### config.mk
export PLATFORM = sky130hd
export DESIGN_NAME = outstream
export DESIGN_NICKNAME = d
export VERILOG_FILES = /design/src/rtl/outstream.sv
export SDC_FILE = /design/constraint.sdc
export NUM_CORES = 1
export LEC_CHECK = 0
export ABC_AREA = 1
export BUFFER_PORTS_ARGS = -buffer_cell sky130_fd_sc_hd__buf_2
export CAP_MARGIN = 0
export CORE_AREA = 5 5 185 187
export CTS_BUF_LIST = sky130_fd_sc_hd__clkbuf_8
export CTS_CLUSTER_SIZE = 8
export DETAILED_ROUTE_END_ITERATION = 8
export DIE_AREA = 0 0 190 192
export GPL_ROUTABILITY_DRIVEN = 0
export GPL_TIMING_DRIVEN = 0
export MAX_ROUTING_LAYER = met4
export PLACE_DENSITY = 0.58
export SLEW_MARGIN = 30
export SYNTH_ARGS = -nofsm -noshare
export SYNTH_HDL_FRONTEND = slang
export SYNTH_SLANG_ARGS = --single-unit
### constraint.sdc
create_clock -name clk -period 3.64 [get_ports clk]
set_input_delay 0.546 -clock clk [delete_from_list [all_inputs] [get_ports clk]]
set_output_delay 0.546 -clock clk [all_outputs]
set_load 0.005 [all_outputs]
### src/rtl/outstream.sv
// Stream checker. Accepts up to DEPTH signed words from a producer, compares
// each word bit-exactly against a reference table, and reports progress, the
// first mismatch and any write that arrives after the stream is complete.
//
// Ports:
//   clk       - single clock; all state updates on its rising edge
//   rst       - asynchronous active-low reset
//   clear     - synchronous restart to the post-reset state
//   length    - expected word count (values above DEPTH clamp to DEPTH)
//   expected  - reference words, indexed by arrival order
//   write/in  - producer handshake and offered word
//   wready    - registered accept indication (high only while receiving)
//   count     - words accepted so far
//   done      - count reached the effective length
//   mismatch  - sticky, any received word differed from its reference
//   err_idx   - index of the first mismatching word
//   err_got   - word received at err_idx
//   pass      - done and no mismatch (combinational)
//   overrun   - sticky, write seen while done
module outstream #(
  parameter int unsigned DEPTH = 39,
  parameter int unsigned WIDTH = 11
) (
  input  logic                    clk,
  input  logic                    rst,
  input  logic                    clear,
  input  logic [5:0]              length,
  input  logic signed [WIDTH-1:0] expected [0:DEPTH-1],
  input  logic                    write,
  input  logic [WIDTH-1:0]        in,
  output logic                    wready,
  output logic [5:0]              count,
  output logic                    done,
  output logic                    mismatch,
  output logic [5:0]              err_idx,
  output logic [WIDTH-1:0]        err_got,
  output logic                    pass,
  output logic                    overrun
);

  localparam int unsigned CW = 6;

  typedef enum logic {
    RECV = 1'b0,
    DONE = 1'b1
  } state_t;

  state_t          state;
  logic [CW-1:0]   eff_len;
  logic [CW-1:0]   count_inc;
  logic [WIDTH-1:0] exp_word;
  logic            hit;

  // Effective length: requests larger than the table clamp to DEPTH.
  always_comb begin
    eff_len = length;
    if (length > CW'(DEPTH)) eff_len = CW'(DEPTH);
  end

  // Reference word for the next arrival; guarded so the index never leaves the table.
  always_comb begin
    exp_word = '0;
    if (count < CW'(DEPTH)) exp_word = expected[count];
  end

  assign hit       = (in == exp_word);
  assign count_inc = count + CW'(1);
  assign pass      = done & ~mismatch;

  // Receive FSM with registered outputs. wready stays low on the first edge
  // after reset/clear, which is where a zero (or already-satisfied) length
  // is detected and the stream finishes without any transfer.
  always_ff @(posedge clk or negedge rst) begin
    if (!rst) begin
      state    <= RECV;
      wready   <= 1'b0;
      count    <= '0;
      done     <= 1'b0;
      mismatch <= 1'b0;
      err_idx  <= '0;
      err_got  <= '0;
      overrun  <= 1'b0;
    end else if (clear) begin
      state    <= RECV;
      wready   <= 1'b0;
      count    <= '0;
      done     <= 1'b0;
      mismatch <= 1'b0;
      err_idx  <= '0;
      err_got  <= '0;
      overrun  <= 1'b0;
    end else begin
      case (state)
        RECV: begin
          if (eff_len <= count) begin
            // Length satisfied (zero at start, or dropped below progress).
            state  <= DONE;
            done   <= 1'b1;
            wready <= 1'b0;
          end else if (!wready) begin
            wready <= 1'b1;
          end else if (write) begin
            count <= count_inc;
            if (!hit) begin
              mismatch <= 1'b1;
              if (!mismatch) begin
                err_idx <= count;
                err_got <= in;
              end
            end
            if (count_inc == eff_len) begin
              state  <= DONE;
              done   <= 1'b1;
              wready <= 1'b0;
            end
          end
        end
        DONE: begin
          if (write) overrun <= 1'b1;
        end
        default: begin
          state <= RECV;
        end
      endcase
    end
  end

endmodule
* After elaboration in Yosys (flattened, before gate mapping)
Index checks and enable logic that the tools add are counted.
** Cells by class
- Bitwise gates (word level) :: 3
- Shift-type cells :: 0
- Muxes and demuxes :: 51
- $lt $le $gt $ge :: 4
- $add $sub $neg :: 1
- Eq/ne operators :: 6
- Div/mod/pow operators :: 0
- $mul :: 0
- Reductions and logical operators :: 11
** Operators with widths (number)
- $mux 11 :: 10
- $mux 6 :: 13
- $bmux 11 s6 :: 1
- $mux 1 :: 27
- $eq 11x11->1 :: 1
- $reduce_bool 3->1 :: 3
- $ne 2x2->1 const B :: 4
- $reduce_and 4->1 :: 2
- $ge 7x7->1 const B :: 1
- $not 6->7 :: 1
- $add 6x1->6 const B :: 1
- $eq 6x6->1 :: 1
- $gt 6x6->1 const B :: 1
- $le 6x6->1 :: 1
- $lt 6x6->1 const B :: 1
- $reduce_and 6->1 :: 1
- $reduce_bool 2->1 :: 3
- $reduce_and 5->1 :: 1
- $reduce_and 2->1 :: 1
- $and 1x1->1 :: 1
- $not 1->1 :: 1
** Word-level totals
- Latch bits :: 0
- Bits of input ports :: 450
- ROM bits :: 0
- Bits in writable memories :: 0
- Output and inout port bits :: 28
- Memories kept :: 0
- Bits in registers :: 28

* Depth between registers and ports, before layout
- Word-level depth :: 12
- Gate-level depth with buffers :: 23

* Worst setup path before layout
OpenSTA, ideal clock, no wires.
- Kind :: in2reg
- Start :: input port length[4]
- End :: register err_got[1]
- Setup time :: 0.116 ns
- Arrival time :: 2.871 ns
- Path slack :: 0.653 ns
- Stages :: 15
- Data required time :: 3.524 ns
- Path buffers :: 1
- Cell sequence :: o21ai_0 -> nand2_1 -> ha_1 -> nand2_1 -> nor2_1 -> nand2_1 -> o21ai_1 -> nand2_1 -> nor4_4 -> inv_1 -> o21ai_1 -> nand2_2 -> buf_6 -> nand2_1 -> nand2_1
** Between the ends
- Word-level cells in the longest chain between the ends :: 5
** RTL lines
- start: declaration :: RTL line 27 : input logic [5:0] length,
- $gt 6x6->1 :: RTL line 57 : if (length > CW'(DEPTH)) eff_len = CW'(DEPTH);
- $mux 6 (*) :: RTL line 57
- $le 6x6->1 (*) :: RTL line 95 : if (eff_len <= count) begin
- $ne 2x2->1 (no source line) (*)
- $reduce_and 6->1 (no source line) (*)
- end signal: assignment :: RTL line 108 : err_got <= in;
- end: declaration :: RTL line 36 : output logic [WIDTH-1:0] err_got,
Mark *: on every way between the ends. The rest lies on a longest branch, timed or not.
A chain may end at the register's enable or synchronous reset.

* Worst setup path in the final report
- Start :: register count[1]
- End :: register err_got[5]
** Between the ends
- Word-level cells in the longest chain between the ends :: 8
** RTL lines
- start: declaration :: RTL line 32 : output logic [5:0] count,
- start signal: assignment :: RTL line 103 : count <= count_inc;
- $not 6->7 (not written as such) :: RTL line 63 : if (count < CW'(DEPTH)) exp_word = expected[count];
- $bmux 11 s6 :: RTL line 63
- $mux 11 (not written as such) (2 in a row) :: RTL line 63
- $mux 11 :: RTL line 63
- $eq 11x11->1 :: RTL line 66 : assign hit = (in == exp_word);
- $ne 2x2->1 (no source line)
- $reduce_and 6->1 (no source line) (*)
Mark *: on every way between the ends. The rest lies on a longest branch, timed or not. The select of a mux whose other input is x is not followed.

==> impl_metrics.json <==
{
  "design.portCount": 478,
  "worst_setup_path_start_kind": "flip-flop",
  "postLayoutCoreUtil_pct": 30.7,
  "synthCells": 1426,
  "arrival_ns": 3.59,
  "clk_latency_ns": 0.28,
  "tns_ns": 0,
  "ant_nets": 0,
  "yosys_warnings": 0,
  "cp_data_required_time_ns": 3.82,
  "clkTransAtPathRegs_ns": 0.11,
  "synth_mux_area_share_pct": 0,
  "multi_input_area_mm2": 0.00475,
  "ff2ff_path_depth": 19,
  "crit_type": "reg2reg",
  "setup_viol": 0,
  "synthXorXnorAreaFrac_pct": 0.638,
  "gr-total-overflow": 0,
  "die_area_mm2": 0.0365,
  "synth_seq_area_share_pct": 10.2,
  "cp_slowest_cell": "clkbuf_1",
  "drive_gt1_share_pct": 30.1,
  "postLayoutCellArea_mm2": 0.00993,
  "power_density_mw_per_mm2": 214,
  "yosysTopAreaCell": "nand2_1",
  "layout_common_cells": "nand2_1, buf_2, inv_1",
  "maxCapViolations": 0,
  "postSynthAreaPerCell_um2": 4.81,
  "skew_ns": 0.0107,
  "power.leakage_nw": 6.30,
  "yosys.area_share.simple_pct": 56.7,
  "via_per_inst": 4.86,
  "critical_path.max_stage_delay_ns": 0.74,
  "gr-usage-all-layers_pct": 26.7,
  "synth.top_cell.area_share_pct": 31.3,
  "htreeDepth": 1,
  "cts_buffers": 3,
  "start_util_pct": 21.3,
  "min_period_ns": 3.41,
  "synth_fp_nets": 1883,
  "synth_area_leaders": "nand2_1, nand3_1, inv_1",
  "crit_chain": "buf_4 -> clkbuf_1 -> nand3_1 -> nand2_1 -> inv_1 -> nand3_1 -> nand2_1 -> nand2_1 -> nand3_1 -> o21bai_1 -> nor2_1 -> nor2_1 -> nand2_1 -> nor2_1 -> nand2_1 -> buf_6 -> buf_6 -> nand3_1 -> nand2_1",
  "hpwl_mm": 41.2,
  "rsz0062_at_grt": "false",
  "seq_area_um2": 701,
  "synth_top_family_by_area": "simple AND/OR/NAND/NOR gates",
  "synth_area_mm2": 0.00686,
  "routed_wirelength_mm": 50.5,
  "cts_max_path_buffers": 2,
  "die_y_um": 192,
  "vdd_drop_max_mv": 0.149,
  "drc_errors": 0,
  "hold_viol_final": 0,
  "path_common_cell": "nand2_1",
  "synth-seq-cells": 28,
  "num-nets-final": 2366,
  "dp_slack_ns": -0.0731,
  "report.final.slew_viol_count": 0,
  "synth_fa_ha_area_share_pct": 1.28,
  "end_kind": "flip-flop",
  "hold_buffers": 0,
  "grt_pass1_vias": 11337,
  "cts_root_buf": "clkbuf_8",
  "cts_num_sinks": 28,
  "tightest_slew_ns": 0.962,
  "timing.hold.ws_ns": 0.287,
  "numPortBuffers": 477,
  "tritoncts": "built",
  "area_growth_pct": 44.6,
  "n_fill_cell": 3858,
  "place_area_mm2": 0.00981,
  "via_count": 11447,
  "drtPass1Iterations": 8,
  "num_rows": 66,
  "finalPower_mw": 2.12,
  "startpoint": "count[1]",
  "routedWlPerCell_um": 21.4,
  "dp_cells": 2345,
  "worstReg2RegStart": "count[1]",
  "drt_iter0_markers": 1025,
  "fmaxAchievable_mhz": 293,
  "synth_compound_area_share_pct": 10.3,
  "min_path_type": "in2async",
  "layout_commonest_cell": "nand2_1",
  "outcome": "finished clean",
  "fin_crit_sh_pct": 93.7,
  "grt_antenna_before_repair": 8,
  "synthDistinctLibCells": 34,
  "instances_no_fill": 2357,
  "worstPathMaxFanout": 10,
  "core_area_mm2": 0.0323,
  "setup_slack_ns": 0.230,
  "grt_pass1_wl_mm": 70.0,
  "dieWidth_um": 190,
  "relSlewSlack_pct": 35.9,
  "grt_max_degree": 29
}
## critical path, delay by kind of cell (launching register included)
kind | cells | cell delay, ns
AO/OA/AOI/OAI | 1 | 0.27
AND/OR/NAND/NOR | 13 | 1.24
flip-flops | 1 | 0.43
buffers and inverters | 5 | 1.34
## routing by layer
layer	vias to the layer above	global-route usage, %	routed length, µm
met5	-	-	0
met4	0	10.5	2070
met3	121	3.34	4300
met2	775	45.1	23900
met1	5197	32.4	20200
li1	5354	-	-
## cell type report
type                       count  share of cell area [%]
multi-input combinational   1082                    47.9
timing repair buffer         478                    24.1
inverter                     224                    8.50
sequential                    28                    7.06
buffer                        92                    5.99
tap                          442                    5.57
clock buffer                   3                   0.416
clock inverter                 1                   0.302
antenna                        7                   0.176
## cells by family (layout without fill, tap and decap cells)
logic type / count (synthesis) / in the layout
compound gates: 126 / 126
other cells: 0 / 7
fa+ha+maj: 7 / 7
simple gates: 944 / 944
flops: 28 / 28
xor+xnor: 5 / 5
buf+inv: 316 / 798
## report_power, final
part | internal (mW) | leakage [nW] | switching, mW | total, mW
combinational | 0.551 | 5.89 | 0.961 | 1.51
clock | 0.147 | 0.0357 | 0.105 | 0.252
sequential | 0.337 | 0.373 | 0.0222 | 0.359
total | 1.04 | 6.30 | 1.09 | 2.12
## sequential cells by signal, summed over array words and instances (netlist names)
register / cells
err_idx: 6
mismatch: 1
count: 6
overrun: 1
wready: 1
done: 1
state: 1
err_got: 11
## worst paths after layout
check,endpoint,slack (ns)
min in group clk,err_idx[2],0.48
setup / recovery,err_got[5],0.23
hold / removal,err_idx[2],0.29
max in group asynchronous,err_got[2],2.92
setup reg to reg,err_got[5],0.23
hold reg to reg,err_idx[2],0.48
## synth_stat cells
cell type,number
xnor2_1,1
ha_1,7
nor2_4,2
inv_2,3
nand3_1,206
o211ai_1,11
o21ai_1,29
o21ai_0,50
nor4_4,1
nand2_2,2
o41ai_2,1
xor2_1,4
nor3_1,1
o21a_1,2
a21oi_1,17
nor2_1,143
o2111ai_1,2
o22ai_1,7
clkbuf_1,11
o21bai_1,4
inv_4,1
o221ai_1,1
nand3b_1,5
buf_4,17
buf_6,16
nor3_2,1
buf_2,45
dfrtp_1,28
buf_1,3
nand2_1,572
a31oi_1,1
nand4_1,11
inv_1,220
o41ai_1,1
## repair_timing
action,4_1_cts,5_1_grt
buffers inserted,0,1
setup endpoints to repair,10,18
resized for setup,1,6
pin swaps,0,1
No activity file was read; power rests on OpenSTA's default activity.
